**config.mk**
```make
export PLATFORM = sky130hd
export DESIGN_NAME = mc_control
export DESIGN_NICKNAME = d
export VERILOG_FILES = /design/src/rtl/mc_pkg.sv /design/src/rtl/mc_decode.sv /design/src/rtl/mc_control.sv
export SDC_FILE = /design/constraint.sdc
export NUM_CORES = 1
export LEC_CHECK = 0
export BUFFER_PORTS_ARGS = -buffer_cell sky130_fd_sc_hd__buf_2
export CAP_MARGIN = 20
export CORE_UTILIZATION = 35
export CTS_CLUSTER_DIAMETER = 100
export DETAILED_ROUTE_END_ITERATION = 10
export MAX_ROUTING_LAYER = met4
export PLACE_DENSITY = 0.61
export SLEW_MARGIN = 10
export SYNTH_ARGS = -nofsm -noshare
export SYNTH_HDL_FRONTEND = slang
export SYNTH_HIERARCHICAL = 1
export SYNTH_SLANG_ARGS = --single-unit
export TNS_END_PERCENT = 1
```
**constraint.sdc**
```tcl
create_clock -name clk -period 2.9 [get_ports clk]
set_input_delay 0.29 -clock clk [delete_from_list [all_inputs] [get_ports clk]]
set_output_delay 0.29 -clock clk [all_outputs]
set_load 0.005 [all_outputs]
```
**src/rtl/mc_pkg.sv**
```systemverilog
// Shared constants for the MIPS-subset controller: ALU codes, opcodes, functs, FSM states.
package mc_pkg;

    localparam logic [3:0] AluAnd = 4'd0;
    localparam logic [3:0] AluOr  = 4'd1;
    localparam logic [3:0] AluAdd = 4'd2;
    localparam logic [3:0] AluSub = 4'd6;
    localparam logic [3:0] AluSlt = 4'd7;
    localparam logic [3:0] AluNor = 4'd12;

    localparam logic [5:0] OpRtype = 6'h00;
    localparam logic [5:0] OpBeq   = 6'h04;
    localparam logic [5:0] OpAddi  = 6'h08;
    localparam logic [5:0] OpSlti  = 6'h0A;
    localparam logic [5:0] OpAndi  = 6'h0C;
    localparam logic [5:0] OpOri   = 6'h0D;

    localparam logic [5:0] FnAdd = 6'h20;
    localparam logic [5:0] FnSub = 6'h22;
    localparam logic [5:0] FnAnd = 6'h24;
    localparam logic [5:0] FnOr  = 6'h25;
    localparam logic [5:0] FnNor = 6'h27;
    localparam logic [5:0] FnSlt = 6'h2A;

    typedef enum logic [1:0] {
        StIdle,
        StDecode,
        StExec,
        StWb
    } state_e;

endpackage

```
**src/rtl/mc_decode.sv**
```systemverilog
// Combinational opcode/funct decoder: ALU op, operand select, write-address select and class flags.
module mc_decode
    import mc_pkg::*;
(
    input  logic [5:0] opcode,
    input  logic [5:0] funct,
    output logic [3:0] op,
    output logic       sel,
    output logic       wr_rd,
    output logic       is_beq,
    output logic       is_illegal,
    output logic       is_ovf
);

    always_comb begin
        op         = AluAdd;
        sel        = 1'b0;
        wr_rd      = 1'b0;
        is_beq     = 1'b0;
        is_illegal = 1'b0;
        is_ovf     = 1'b0;
        case (opcode)
            OpRtype: begin
                wr_rd = 1'b1;
                case (funct)
                    FnAdd: begin
                        op     = AluAdd;
                        is_ovf = 1'b1;
                    end
                    FnSub: begin
                        op     = AluSub;
                        is_ovf = 1'b1;
                    end
                    FnAnd:   op = AluAnd;
                    FnOr:    op = AluOr;
                    FnNor:   op = AluNor;
                    FnSlt:   op = AluSlt;
                    default: is_illegal = 1'b1;
                endcase
            end
            OpAddi: begin
                op     = AluAdd;
                sel    = 1'b1;
                is_ovf = 1'b1;
            end
            OpAndi: begin
                op  = AluAnd;
                sel = 1'b1;
            end
            OpOri: begin
                op  = AluOr;
                sel = 1'b1;
            end
            OpSlti: begin
                op  = AluSlt;
                sel = 1'b1;
            end
            OpBeq: begin
                op     = AluSub;
                is_beq = 1'b1;
            end
            default: is_illegal = 1'b1;
        endcase
    end

endmodule

```
**src/rtl/mc_control.sv**
```systemverilog
// Four-state MIPS-subset controller (IDLE/DECODE/EXEC/WB) with registered control outputs.
// Optional OVF_TRAP_EN: signed overflow on add/sub/addi suppresses the write and raises exc.
module mc_control
    import mc_pkg::*;
#(
    parameter int unsigned REG_AW = 5
) (
    input  logic              clk,
    input  logic              rst_n,
    input  logic [31:0]       instr,
    input  logic              instr_valid,
    output logic              instr_ready,
    input  logic              alu_zero,
    input  logic              alu_overflow,
    input  logic              alu_carry,
    output logic [REG_AW-1:0] rd1,
    output logic [REG_AW-1:0] rd2,
    output logic [REG_AW-1:0] wr,
    output logic [3:0]        op,
    output logic              sel,
    output logic [15:0]       inm,
    output logic              reg_we,
    output logic              done,
    output logic              branch_taken,
    output logic              illegal,
    output logic              exc,
    output logic              carry_q
);

    state_e            state_q;
    logic [31:0]       instr_q;
    logic [REG_AW-1:0] wr_q;
    logic [3:0]        op_q;
    logic              sel_q;
    logic              reg_we_q;
    logic              done_q;
    logic              branch_q;
    logic              illegal_q;
    logic              exc_q;

    logic [31:0] dec_instr;
    logic [3:0]  dec_op;
    logic        dec_sel;
    logic        dec_wr_rd;
    logic        dec_beq;
    logic        dec_illegal;
    logic        dec_ovf;
    logic        trap;

    // In IDLE the decoder sees the incoming word; afterwards it re-decodes the held copy.
    assign dec_instr = (state_q == StIdle) ? instr : instr_q;

    mc_decode u_decode (
        .opcode     (dec_instr[31:26]),
        .funct      (dec_instr[5:0]),
        .op         (dec_op),
        .sel        (dec_sel),
        .wr_rd      (dec_wr_rd),
        .is_beq     (dec_beq),
        .is_illegal (dec_illegal),
        .is_ovf     (dec_ovf)
    );

`ifdef OVF_TRAP_EN
    assign trap = dec_ovf & alu_overflow;
`else
    logic unused_ovf;
    assign unused_ovf = dec_ovf ^ alu_overflow;
    assign trap       = 1'b0;
`endif

    always_ff @(posedge clk or negedge rst_n) begin
        if (!rst_n) begin
            state_q   <= StIdle;
            instr_q   <= '0;
            wr_q      <= '0;
            op_q      <= '0;
            sel_q     <= 1'b0;
            reg_we_q  <= 1'b0;
            done_q    <= 1'b0;
            branch_q  <= 1'b0;
            illegal_q <= 1'b0;
            exc_q     <= 1'b0;
            carry_q   <= 1'b0;
        end else begin
            reg_we_q  <= 1'b0;
            done_q    <= 1'b0;
            branch_q  <= 1'b0;
            illegal_q <= 1'b0;
            exc_q     <= 1'b0;
            case (state_q)
                StIdle: begin
                    if (instr_valid) begin
                        state_q <= StDecode;
                        instr_q <= instr;
                        op_q    <= dec_op;
                        sel_q   <= dec_sel;
                        wr_q    <= dec_wr_rd ? REG_AW'(instr[15:11]) : REG_AW'(instr[20:16]);
                    end
                end
                StDecode: state_q <= StExec;
                StExec: begin
                    state_q   <= StWb;
                    carry_q   <= alu_carry;
                    done_q    <= 1'b1;
                    branch_q  <= dec_beq & alu_zero;
                    illegal_q <= dec_illegal;
                    exc_q     <= trap;
                    reg_we_q  <= ~dec_beq & ~dec_illegal & ~trap;
                end
                StWb:    state_q <= StIdle;
                default: state_q <= StIdle;
            endcase
        end
    end

    assign instr_ready  = (state_q == StIdle);
    assign rd1          = REG_AW'(instr_q[25:21]);
    assign rd2          = REG_AW'(instr_q[20:16]);
    assign inm          = instr_q[15:0];
    assign wr           = wr_q;
    assign op           = op_q;
    assign sel          = sel_q;
    assign reg_we       = reg_we_q;
    assign done         = done_q;
    assign branch_taken = branch_q;
    assign illegal      = illegal_q;
    assign exc          = exc_q;

endmodule

```
==> results.tsv <==
metric	value	unit
status	finished, violations left	
violations	hold timing	
leakage	1.430	nW
worstSetupEndpointType	flip-flop	
pre_cts_ws	0.2026	ns
r2r-start	state_q[0]	
clk_pin_slew	0.10	ns
drt_iter0_drc	42	
gr-usage-all-layers	0.1385	
rr_worst_depth	8	
fmax	378.2	MHz
vias_per_cell	4.607	
syn_inst	205	
setup_ws	0.2558	ns
grt_pass1_wl	8.059	mm
comb_power_share	0.509	
cp-startpoint	state_q[0]	
die_w	89.57	µm
numCtsBuffers	5	
area_growth	13.01	%
grt_max_degree	33	
tritoncts	done	
num_antenna_cells	0	
rrSetupSlack	0.26	ns
reg2reg_to	wr[1]	
p_sw_frac	0.3562	
seq_power_share	0.361	
worstPathArrival	2.81	ns
num-fill-cells	717	
clockBufferDepth	2	
setup_tns	0	ns
start_util	0.3661	
required	3.07	ns
final_core_util	0.4137	
worstPathMaxFanout	7	
synth_area	2684	µm²
power_density	1069	nW/µm²
dr.pass1.iters	4	
pin_count	81	
hold_viol_final	4	
grt_pass1_vias	1634	
multiInputGateArea	1156	µm²
numPortBuffers	78	
gp_congestion	0.7760	
clock_skew	0.01213	ns
relSlewSlack	0.5655	
antenna_found_initial	0	
top_layer	met4	
post-dp-hpwl	3.674	mm
holdWs	-0.002832	ns
clock_sinks	49	
p_int	0.002087	W
setup_viol	0	
die-area	8022	µm²
period_needed	2.644	ns
crit_type	flip-flop to flip-flop	
drt-met1-wl	2.480	mm
drc	0	
switchingPower	0.001154	W
post_cts_buffers	0	
layout.nets	298	
synth_warnings	6	
total_power	0.003241	W
die_y	89.57	µm
clock_latency	0.31	ns
fin_crit_sh	0.9118	
regArea	1226	µm²
grt-ovfl-total	0	
synth_fp_nets	247	
startpoint_type	flip-flop	
pwr-share-clk	0.130	
num_vias	1640	
maxSlewViolCount	0	
drtAntennaViolNets	0	
dr_wl_met2	2.405	mm
finalWirelength	5.167	mm
tightest_slew	0.6517	ns
drive_above_1_share	0.5681	
ir_worst_vdd	0.0002920	V
rsz0062_at_grt	no	
drv_cap	0	
core_region_area	7331	µm²
hold_path_class	input port to async pin	
wire_per_inst	14.51	µm
avgSynthCellArea	13.09	µm²
cts_root_buf	clkbuf_8	
row_count	31	
wl_met3	199	µm
htree_levels	2	
## per-stage QoR
stage / area [µm²] / instances
floorplan: 2684 / 205
global placement: 2935 / 348
detailed placement: 2935 / 348
CTS: 3030 / 356
global route: 3033 / 356
finish: 3033 / 356
## critical path, cell delays in order (launching register included)
cell	delay [ns]
dfrtp_1	0.37
inv_1	0.14
ha_2	0.31
mux2_2	0.42
or4_4	0.56
nor3_2	0.22
buf_4	0.22
mux2i_1	0.18
a21oi_1	0.08
## layout by cell type, fill, tap and decap left out, types with 2 or more instances in the layout
cell	instances
buf_2	78
nand3b_1	3
mux2_2	26
inv_1	5
dfrtp_1	49
buf_4	3
and2_1	2
nor2b_1	3
a21oi_1	10
ha_1	3
mux2_1	2
mux2_4	25
nand2_1	3
mux2i_1	7
nor2_1	6
nor3b_1	3
clkinvlp_4	2
clkbuf_8	5
## state kept, by name, summed over array words and instances (netlist names)
name,cells
state_q,2
wr,5
branch_taken,1
illegal,1
sel,1
reg_we,1
instr_q,32
op,4
carry_q,1
done,1
## power groups by stage
stage,clock [W],sequential [W],combinational [W]
floorplan,0,0.00116,0.00144
global placement,0,0.00117,0.00161
detailed placement,0,0.00118,0.00165
CTS,0.000445,0.00117,0.00166
global route,0.000471,0.00122,0.00181
finish,0.000422,0.00117,0.00165
## final cells by class
class                      instances  area share
clock buffer                       5     0.02269
clock inverter                     3    0.008663
inverter                           5    0.006188
multi-input combinational        114      0.3812
sequential                        49      0.4043
tap                               99     0.04084
timing repair buffer              81      0.1361
## worst max-delay path by stage
stage                     endpoint  cells past startpoint
final                        wr[1]                      8
after global routing        reg_we                      8
after detailed placement     wr[1]                      8
after CTS                    op[1]                      8
after floorplan              wr[0]                      9
after global placement       op[1]                      8
## layer usage
metal / global-route usage / vias to the layer above
met5: - / -
li1: - / 793
met1: 0.1742 / 796
met4: 0.05628 / 0
met2: 0.2149 / 43
met3: 0.03139 / 8
## what timing repair did
item | 4_1_cts | 5_1_grt
hold buffers | 0 | 0
resized for setup | 0 | 1
endpoints found under the setup margin | 0 | 1
Power figures use the tool's default switching activity.
